<file path="src/rtl/uart_pkg.sv">
// Shared register map, STATUS/CONTROL bit positions and serial engine state codes
// for the AXI4-Lite UART.
package uart_pkg;

  localparam logic [3:0] REG_CONTROL = 4'h0;
  localparam logic [3:0] REG_STATUS  = 4'h1;
  localparam logic [3:0] REG_TX_DATA = 4'h2;
  localparam logic [3:0] REG_RX_DATA = 4'h3;

  localparam int CTRL_TX_EN   = 0;
  localparam int CTRL_RX_EN   = 1;
  localparam int CTRL_CLR_ERR = 2;

  localparam int ST_TX_EMPTY  = 0;
  localparam int ST_TX_FULL   = 1;
  localparam int ST_RX_VALID  = 2;
  localparam int ST_RX_FULL   = 3;
  localparam int ST_TX_BUSY   = 4;
  localparam int ST_OVERRUN   = 5;
  localparam int ST_FRAME_ERR = 6;

  localparam logic [1:0] S_IDLE  = 2'd0;
  localparam logic [1:0] S_START = 2'd1;
  localparam logic [1:0] S_DATA  = 2'd2;
  localparam logic [1:0] S_STOP  = 2'd3;

endpackage

</file>
<file path="src/rtl/uart_fifo.sv">
// Synchronous byte FIFO with occupancy counter; pushes when full and pops when
// empty are ignored, simultaneous push and pop leave the count unchanged.
module uart_fifo #(
  parameter int DEPTH = 16,
  parameter int WIDTH = 8
) (
  input  logic             clk,
  input  logic             rst_n,
  input  logic             push,
  input  logic             pop,
  input  logic [WIDTH-1:0] din,
  output logic [WIDTH-1:0] dout,
  output logic             full,
  output logic             empty
);

  localparam int AW = $clog2(DEPTH);
  localparam int CW = AW + 1;
  localparam logic [AW-1:0] PTR_ONE = AW'(1);
  localparam logic [CW-1:0] CNT_ONE = CW'(1);

  logic [WIDTH-1:0] mem_r [DEPTH];
  logic [AW-1:0]    wr_ptr_r;
  logic [AW-1:0]    rd_ptr_r;
  logic [CW-1:0]    count_r;
  logic             do_push_s;
  logic             do_pop_s;

  assign full      = (count_r == CW'(DEPTH));
  assign empty     = (count_r == {CW{1'b0}});
  assign do_push_s = push && !full;
  assign do_pop_s  = pop && !empty;
  assign dout      = mem_r[rd_ptr_r];

  // pointer and occupancy bookkeeping
  always_ff @(posedge clk or negedge rst_n) begin
    if (!rst_n) begin
      wr_ptr_r <= {AW{1'b0}};
      rd_ptr_r <= {AW{1'b0}};
      count_r  <= {CW{1'b0}};
    end else begin
      if (do_push_s) wr_ptr_r <= wr_ptr_r + PTR_ONE;
      if (do_pop_s)  rd_ptr_r <= rd_ptr_r + PTR_ONE;
      case ({do_push_s, do_pop_s})
        2'b10:   count_r <= count_r + CNT_ONE;
        2'b01:   count_r <= count_r - CNT_ONE;
        default: count_r <= count_r;
      endcase
    end
  end

  // storage array, no reset needed
  always_ff @(posedge clk) begin
    if (do_push_s) mem_r[wr_ptr_r] <= din;
  end

endmodule

</file>
<file path="src/rtl/axi_uart_top.sv">
// AXI4-Lite register slave with TX/RX byte FIFOs and an 8N1 UART transmitter
// and receiver running at CLK_HZ/BAUD clocks per bit.
module axi_uart_top
  import uart_pkg::*;
#(
  parameter int CLK_HZ     = 50_000_000,
  parameter int BAUD       = 115200,
  parameter int FIFO_DEPTH = 16
) (
  input  logic        aclk,
  input  logic        aresetn,
  input  logic        awvalid,
  output logic        awready,
  input  logic [31:0] awaddr,
  input  logic        wvalid,
  output logic        wready,
  input  logic [31:0] wdata,
  input  logic [3:0]  wstrb,
  output logic        bvalid,
  input  logic        bready,
  output logic [1:0]  bresp,
  input  logic        arvalid,
  output logic        arready,
  input  logic [31:0] araddr,
  output logic        rvalid,
  input  logic        rready,
  output logic [31:0] rdata,
  output logic [1:0]  rresp,
  output logic        tx_serial,
  input  logic        rx_serial
);

  localparam int DIV = CLK_HZ / BAUD;
  localparam int CW  = $clog2(DIV + 1);
  localparam logic [CW-1:0] CNT_ONE  = CW'(1);
  localparam logic [CW-1:0] CNT_LAST = CW'(DIV - 1);
  localparam logic [CW-1:0] CNT_HALF = CW'(DIV / 2 - 1);

  logic        tx_en_r, rx_en_r, ovr_r, ferr_r;
  logic        wr_hs_s, wr_en_s, rd_hs_s, clr_err_s;
  logic [3:0]  wr_idx_s, rd_idx_s;
  logic [31:0] rd_mux_s, status_s;

  logic        tx_push_s, tx_pop_s, tx_full_s, tx_empty_s;
  logic [7:0]  tx_dout_s;
  logic [1:0]  tx_state_r;
  logic [CW-1:0] tx_cnt_r;
  logic [2:0]  tx_bit_r;
  logic [7:0]  tx_shift_r;

  logic        rx_push_s, rx_pop_s, rx_full_s, rx_empty_s, rx_done_s, rx_fall_s;
  logic [7:0]  rx_dout_s;
  logic [1:0]  rx_state_r;
  logic [CW-1:0] rx_cnt_r;
  logic [2:0]  rx_bit_r;
  logic [7:0]  rx_shift_r;
  logic        rx_meta_r, rx_sync_r, rx_prev_r;

  logic        unused_s;
  assign unused_s = ^{awaddr[31:6], awaddr[1:0], araddr[31:6], araddr[1:0],
                      wdata[31:8], wstrb[3:1]};

  assign bresp     = 2'b00;
  assign rresp     = 2'b00;
  assign wr_hs_s   = awready && awvalid && wvalid;
  assign wr_en_s   = wr_hs_s && wstrb[0];
  assign wr_idx_s  = awaddr[5:2];
  assign rd_hs_s   = arready && arvalid;
  assign rd_idx_s  = araddr[5:2];
  assign clr_err_s = wr_en_s && (wr_idx_s == REG_CONTROL) && wdata[CTRL_CLR_ERR];
  assign tx_push_s = wr_en_s && (wr_idx_s == REG_TX_DATA);
  assign tx_pop_s  = (tx_state_r == S_IDLE) && tx_en_r && !tx_empty_s;
  assign rx_pop_s  = rd_hs_s && (rd_idx_s == REG_RX_DATA) && !rx_empty_s;
  assign rx_fall_s = rx_prev_r && !rx_sync_r;
  assign rx_done_s = (rx_state_r == S_STOP) && (rx_cnt_r == CNT_LAST);
  assign rx_push_s = rx_done_s && rx_sync_r && !rx_full_s;

  uart_fifo #(.DEPTH(FIFO_DEPTH), .WIDTH(8)) u_tx_fifo (
    .clk(aclk), .rst_n(aresetn), .push(tx_push_s), .pop(tx_pop_s),
    .din(wdata[7:0]), .dout(tx_dout_s), .full(tx_full_s), .empty(tx_empty_s)
  );

  uart_fifo #(.DEPTH(FIFO_DEPTH), .WIDTH(8)) u_rx_fifo (
    .clk(aclk), .rst_n(aresetn), .push(rx_push_s), .pop(rx_pop_s),
    .din(rx_shift_r), .dout(rx_dout_s), .full(rx_full_s), .empty(rx_empty_s)
  );

  // status word and read-data selection
  always_comb begin
    status_s               = 32'h0;
    status_s[ST_TX_EMPTY]  = tx_empty_s;
    status_s[ST_TX_FULL]   = tx_full_s;
    status_s[ST_RX_VALID]  = !rx_empty_s;
    status_s[ST_RX_FULL]   = rx_full_s;
    status_s[ST_TX_BUSY]   = (tx_state_r != S_IDLE);
    status_s[ST_OVERRUN]   = ovr_r;
    status_s[ST_FRAME_ERR] = ferr_r;
    rd_mux_s = 32'h0;
    case (rd_idx_s)
      REG_CONTROL: begin
        rd_mux_s[CTRL_TX_EN] = tx_en_r;
        rd_mux_s[CTRL_RX_EN] = rx_en_r;
      end
      REG_STATUS:  rd_mux_s = status_s;
      REG_RX_DATA: rd_mux_s = {23'h0, !rx_empty_s, (rx_empty_s ? 8'h00 : rx_dout_s)};
      default:     rd_mux_s = 32'h0;
    endcase
  end

  // write channel handshake, response and CONTROL register
  always_ff @(posedge aclk or negedge aresetn) begin
    if (!aresetn) begin
      awready <= 1'b0;
      wready  <= 1'b0;
      bvalid  <= 1'b0;
      tx_en_r <= 1'b0;
      rx_en_r <= 1'b0;
    end else begin
      awready <= awvalid && wvalid && !bvalid && !awready;
      wready  <= awvalid && wvalid && !bvalid && !awready;
      if (wr_hs_s)     bvalid <= 1'b1;
      else if (bready) bvalid <= 1'b0;
      if (wr_en_s && (wr_idx_s == REG_CONTROL)) begin
        tx_en_r <= wdata[CTRL_TX_EN];
        rx_en_r <= wdata[CTRL_RX_EN];
      end
    end
  end

  // read channel; rdata is captured at the address handshake and held
  always_ff @(posedge aclk or negedge aresetn) begin
    if (!aresetn) begin
      arready <= 1'b0;
      rvalid  <= 1'b0;
      rdata   <= 32'h0;
    end else begin
      arready <= arvalid && !rvalid && !arready;
      if (rd_hs_s) begin
        rvalid <= 1'b1;
        rdata  <= rd_mux_s;
      end else if (rready) begin
        rvalid <= 1'b0;
      end
    end
  end

  // transmitter: start, 8 data bits LSB first, stop, each DIV clocks
  always_ff @(posedge aclk or negedge aresetn) begin
    if (!aresetn) begin
      tx_state_r <= S_IDLE;
      tx_cnt_r   <= {CW{1'b0}};
      tx_bit_r   <= 3'd0;
      tx_shift_r <= 8'h00;
      tx_serial  <= 1'b1;
    end else begin
      case (tx_state_r)
        S_IDLE: if (tx_pop_s) begin
          tx_shift_r <= tx_dout_s;
          tx_cnt_r   <= {CW{1'b0}};
          tx_serial  <= 1'b0;
          tx_state_r <= S_START;
        end
        S_START: if (tx_cnt_r == CNT_LAST) begin
          tx_cnt_r   <= {CW{1'b0}};
          tx_bit_r   <= 3'd0;
          tx_serial  <= tx_shift_r[0];
          tx_state_r <= S_DATA;
        end else tx_cnt_r <= tx_cnt_r + CNT_ONE;
        S_DATA: if (tx_cnt_r == CNT_LAST) begin
          tx_cnt_r <= {CW{1'b0}};
          if (tx_bit_r == 3'd7) begin
            tx_serial  <= 1'b1;
            tx_state_r <= S_STOP;
          end else begin
            tx_bit_r   <= tx_bit_r + 3'd1;
            tx_shift_r <= {1'b0, tx_shift_r[7:1]};
            tx_serial  <= tx_shift_r[1];
          end
        end else tx_cnt_r <= tx_cnt_r + CNT_ONE;
        S_STOP: if (tx_cnt_r == CNT_LAST) begin
          tx_cnt_r   <= {CW{1'b0}};
          tx_state_r <= S_IDLE;
        end else tx_cnt_r <= tx_cnt_r + CNT_ONE;
        default: begin
          tx_state_r <= S_IDLE;
          tx_serial  <= 1'b1;
        end
      endcase
    end
  end

  // two-flop synchronizer plus previous value for falling-edge detection
  always_ff @(posedge aclk or negedge aresetn) begin
    if (!aresetn) begin
      rx_meta_r <= 1'b1;
      rx_sync_r <= 1'b1;
      rx_prev_r <= 1'b1;
    end else begin
      rx_meta_r <= rx_serial;
      rx_sync_r <= rx_meta_r;
      rx_prev_r <= rx_sync_r;
    end
  end

  // receiver: start is re-checked at mid-bit, later samples land mid-bit too
  always_ff @(posedge aclk or negedge aresetn) begin
    if (!aresetn) begin
      rx_state_r <= S_IDLE;
      rx_cnt_r   <= {CW{1'b0}};
      rx_bit_r   <= 3'd0;
      rx_shift_r <= 8'h00;
    end else begin
      case (rx_state_r)
        S_IDLE: if (rx_en_r && rx_fall_s) begin
          rx_cnt_r   <= {CW{1'b0}};
          rx_state_r <= S_START;
        end
        S_START: if (rx_cnt_r == CNT_HALF) begin
          rx_cnt_r   <= {CW{1'b0}};
          rx_bit_r   <= 3'd0;
          rx_state_r <= rx_sync_r ? S_IDLE : S_DATA;
        end else rx_cnt_r <= rx_cnt_r + CNT_ONE;
        S_DATA: if (rx_cnt_r == CNT_LAST) begin
          rx_cnt_r   <= {CW{1'b0}};
          rx_shift_r <= {rx_sync_r, rx_shift_r[7:1]};
          rx_bit_r   <= rx_bit_r + 3'd1;
          if (rx_bit_r == 3'd7) rx_state_r <= S_STOP;
        end else rx_cnt_r <= rx_cnt_r + CNT_ONE;
        S_STOP: if (rx_cnt_r == CNT_LAST) begin
          rx_cnt_r   <= {CW{1'b0}};
          rx_state_r <= S_IDLE;
        end else rx_cnt_r <= rx_cnt_r + CNT_ONE;
        default: rx_state_r <= S_IDLE;
      endcase
    end
  end

  // sticky error flags; a new error wins over a same-cycle clear
  always_ff @(posedge aclk or negedge aresetn) begin
    if (!aresetn) begin
      ovr_r  <= 1'b0;
      ferr_r <= 1'b0;
    end else begin
      if (rx_done_s && rx_sync_r && rx_full_s) ovr_r <= 1'b1;
      else if (clr_err_s)                      ovr_r <= 1'b0;
      if (rx_done_s && !rx_sync_r) ferr_r <= 1'b1;
      else if (clr_err_s)          ferr_r <= 1'b0;
    end
  end

endmodule

</file>
<file path="config.mk">
export PLATFORM = sky130hd
export DESIGN_NAME = axi_uart_top
export DESIGN_NICKNAME = d
export VERILOG_FILES = /design/src/rtl/uart_pkg.sv /design/src/rtl/uart_fifo.sv /design/src/rtl/axi_uart_top.sv
export SDC_FILE = /design/constraint.sdc
export NUM_CORES = 1
export LEC_CHECK = 0
export ABC_AREA = 1
export CAP_MARGIN = 40
export CORE_MARGIN = 2
export CORE_UTILIZATION = 50
export CTS_CLUSTER_SIZE = 12
export DETAILED_ROUTE_END_ITERATION = 10
export HOLD_SLACK_MARGIN = 0.02
export PLACE_DENSITY = 0.74
export SKIP_CTS_REPAIR_TIMING = 1
export SLEW_MARGIN = 10
export SYNTH_ARGS = -nofsm -noshare
export SYNTH_HDL_FRONTEND = slang
export SYNTH_SLANG_ARGS = --single-unit
export TNS_END_PERCENT = 20
</file>
<file path="constraint.sdc">
create_clock -name aclk -period 4 [get_ports aclk]
set_clock_uncertainty 0.2 [all_clocks]
set_input_delay 0.6 -clock aclk [delete_from_list [all_inputs] [get_ports aclk]]
set_output_delay 0.6 -clock aclk [all_outputs]
set_load 0.03 [all_outputs]
</file>
==> results.json <==
{
  "reg2reg_depth": 15,
  "max_cap_violations": 0,
  "place_worst_setup_slack_ns": 0.429,
  "drc_errors": 0,
  "setup_tns_ns": 0,
  "hold_path.class": "flop to flop",
  "synth_edf_count": 256,
  "final_cell_mix": "441 x nand2_1, 256 x edfxtp_1, 220 x nand3_1, 150 x inv_1, 122 x nor2_1",
  "die_h_um": 181,
  "grt_antenna_before_repair": 0,
  "grt_pass1_vias": 10700,
  "vias": 10900,
  "nNetsFinal": 1753,
  "num_antenna_cells": 0,
  "cts_buffers": 37,
  "leakage_nw": 7.25,
  "post-synth-top-area-cell": "edfxtp_1",
  "fin_crit_sh_pct": 82.6,
  "placed_cells": 1969,
  "ys_seq_area_share_pct": 63.9,
  "critPathCaptureType": "flop",
  "power_density_mw_per_mm2": 481,
  "layout-drive-gt1-share_pct": 6.11,
  "avgSynthCellArea_um2": 10.0,
  "clk_latency_ns": 0.54,
  "synth.top_cell.area_share_pct": 49.3,
  "ys_ff_latch": 347,
  "clock-root-buffer": "clkbuf_16",
  "ios": 150,
  "ys_types": 40,
  "post-route-worst-setup-slack_ns": 0.696,
  "grt_overflow": 0,
  "cp_max_fo": 9,
  "final-setup-viol-count": 0,
  "async_reset_ff_share_pct": 26.2,
  "grt_usage_pct": 21.5,
  "ys_top_cells_by_area": "edfxtp_1 49%, dfrtp_1 14%, nand2_1 11%, nand3_1 7.1%, inv_1 3.6%",
  "hold_depth": 0,
  "drt_iter0_drc": 944,
  "coreArea_mm2": 0.0307,
  "area_growth_pct": 12.2,
  "grt_pass1_wl_mm": 56.0,
  "htreeDepth": 2,
  "fmax_mhz": 303,
  "gp_congestion": 0.848,
  "timing.final.crit_period_ns": 3.30,
  "avgRoutedWirePerCell_um": 17.1,
  "reg2reg_slack_ns": 0.70,
  "status": "finished, final reports clean",
  "start_util_pct": 50.9,
  "final-instance-count-excl-fill": 2033,
  "syn_inst": 1559,
  "clkTransAtPathRegs_ns": 0.06,
  "route.antenna.remaining_nets": 0,
  "crit_required_ns": 4.21,
  "synth_ff_type": "edfxtp_1",
  "synth_area_mm2": 0.0156,
  "detail_route.first_pass.iterations": 5,
  "routed_wirelength_mm": 34.7,
  "worstPathArrival_ns": 3.51,
  "dieArea_mm2": 0.0326,
  "clk_path_buf_depth": 3,
  "relSlewSlack_pct": 43.5,
  "drt-vias-per-instance": 5.35,
  "layout_commonest_cell": "nand2_1",
  "start_kind": "flop",
  "slew_viol_final": 0,
  "hold_viol": 0,
  "crit_type": "flop to flop",
  "io_buffers": 39,
  "grt_max_degree": 72,
  "rsz0062_at_grt": "false",
  "die_w_um": 181,
  "synth_warnings": 0,
  "tightest_slew_ns": 0.844,
  "num_rows": 64,
  "dp_hpwl_mm": 21.9,
  "cts_tree": "yes",
  "ir_drop_v": 0.000419,
  "clock-sinks": 347,
  "fin_util_pct": 57.1
}
-- routing by layer --
| layer | GRT usage, % | vias to the layer above | part of all wire (%) |
|---|---|---|---|
| met5 | 0 | - | 0 |
| met2 | 36.5 | 360 | 49 |
| met3 | 3.23 | 95 | 5.6 |
| met4 | 8.32 | 0 | 3.7 |
| li1 | - | 5234 | - |
| met1 | 28.0 | 5197 | 41 |
-- power breakdown --
| part | switching, W | leakage (nW) | total (W) | internal (W) |
|---|---|---|---|---|
| logic | 0.000879 | 3.55 | 0.00127 | 0.000395 |
| clock network | 0.00136 | 0.535 | 0.00313 | 0.00177 |
| registers | 0.0000856 | 3.16 | 0.00402 | 0.00393 |
-- per-stage QoR --
step	power [W]	cell area, um2	hold WS [ns]
2_1_floorplan	0.00496	15700	0.104
6_report	0.00843	17500	0.155
5_1_grt	0.00878	17500	0.160
3_5_place_dp	0.00535	16400	0.147
3_3_place_gp	0.00531	16400	0.148
4_1_cts	0.00846	17500	-0.212
-- sequential cells by signal, indices dropped and copies added (netlist names), 5 cells and up, named ones only --
signal	count
rx_cnt_r	9
tx_shift_r	8
tx_cnt_r	9
u_rx_fifo.count_r	5
u_rx_fifo.mem_r	128
rdata	9
rx_shift_r	8
u_tx_fifo.mem_r	128
u_tx_fifo.count_r	5
-- cells by family after synthesis --
| kind of cell | count (synthesis) | synth area share (%) |
|---|---|---|
| other cells | 1 | 0.0240 |
| flops | 347 | 63.9 |
| fa+ha+maj | 32 | 2.61 |
| xor+xnor | 20 | 1.12 |
| buf+inv | 242 | 6.62 |
| compound gates | 99 | 3.42 |
| simple gates | 818 | 22.3 |
-- worst max-delay path: stages, from the launching register on --
cell	delay [ns]
dfrtp_1	0.40
inv_1	0.10
ha_1	0.16
nand2_1	0.08
nor3_4	0.16
nand2_2	0.14
nor3_4	0.32
nand3_4	0.20
ha_1	0.29
xor2_1	0.23
ha_1	0.21
o21ai_0	0.16
o21ai_0	0.30
nand3_1	0.11
nand2_1	0.07
nand2_1	0.05
-- final timing paths --
path | start | endpoint
worst min register to register | rx_meta_r | rx_sync_r
worst min-delay path | rx_meta_r | rx_sync_r
worst max-delay path | rx_cnt_r[1] | u_rx_fifo.count_r[4]
worst max register to register | rx_cnt_r[1] | u_rx_fifo.count_r[4]
max in group asynchronous | aresetn | tx_cnt_r[4]
min in group asynchronous | aresetn | rx_cnt_r[6]
-- area by class of cell --
| type | instances | area, um2 |
|---|---|---|
| clock inverters | 11 | 77.6 |
| multi-input cells | 996 | 4700 |
| well taps | 396 | 495 |
| fillers | 2524 | 13200 |
| inverters | 160 | 601 |
| repair buffers | 71 | 651 |
| clock buffers | 52 | 1010 |
| flip-flops and latches | 347 | 9970 |
-- synthesized netlist by cell type, types with 2 or more instances --
cell / n
dfrtp_1: 87
ha_1: 31
inv_1: 150
nor3_1: 7
nor2_1: 122
buf_2: 15
buf_1: 4
clkinv_1: 7
edfxtp_1: 256
nand4_1: 15
o21ai_0: 61
nand3b_1: 2
xor2_1: 14
buf_4: 28
or2_2: 2
clkbuf_1: 35
dfstp_2: 4
a21oi_1: 15
o211ai_1: 7
o21ai_1: 5
nand2_1: 441
nand3_1: 220
nand2_2: 2
xnor2_1: 6
o22ai_1: 5
nor3_4: 2
inv_2: 3
(Power assumes the default switching activity.)
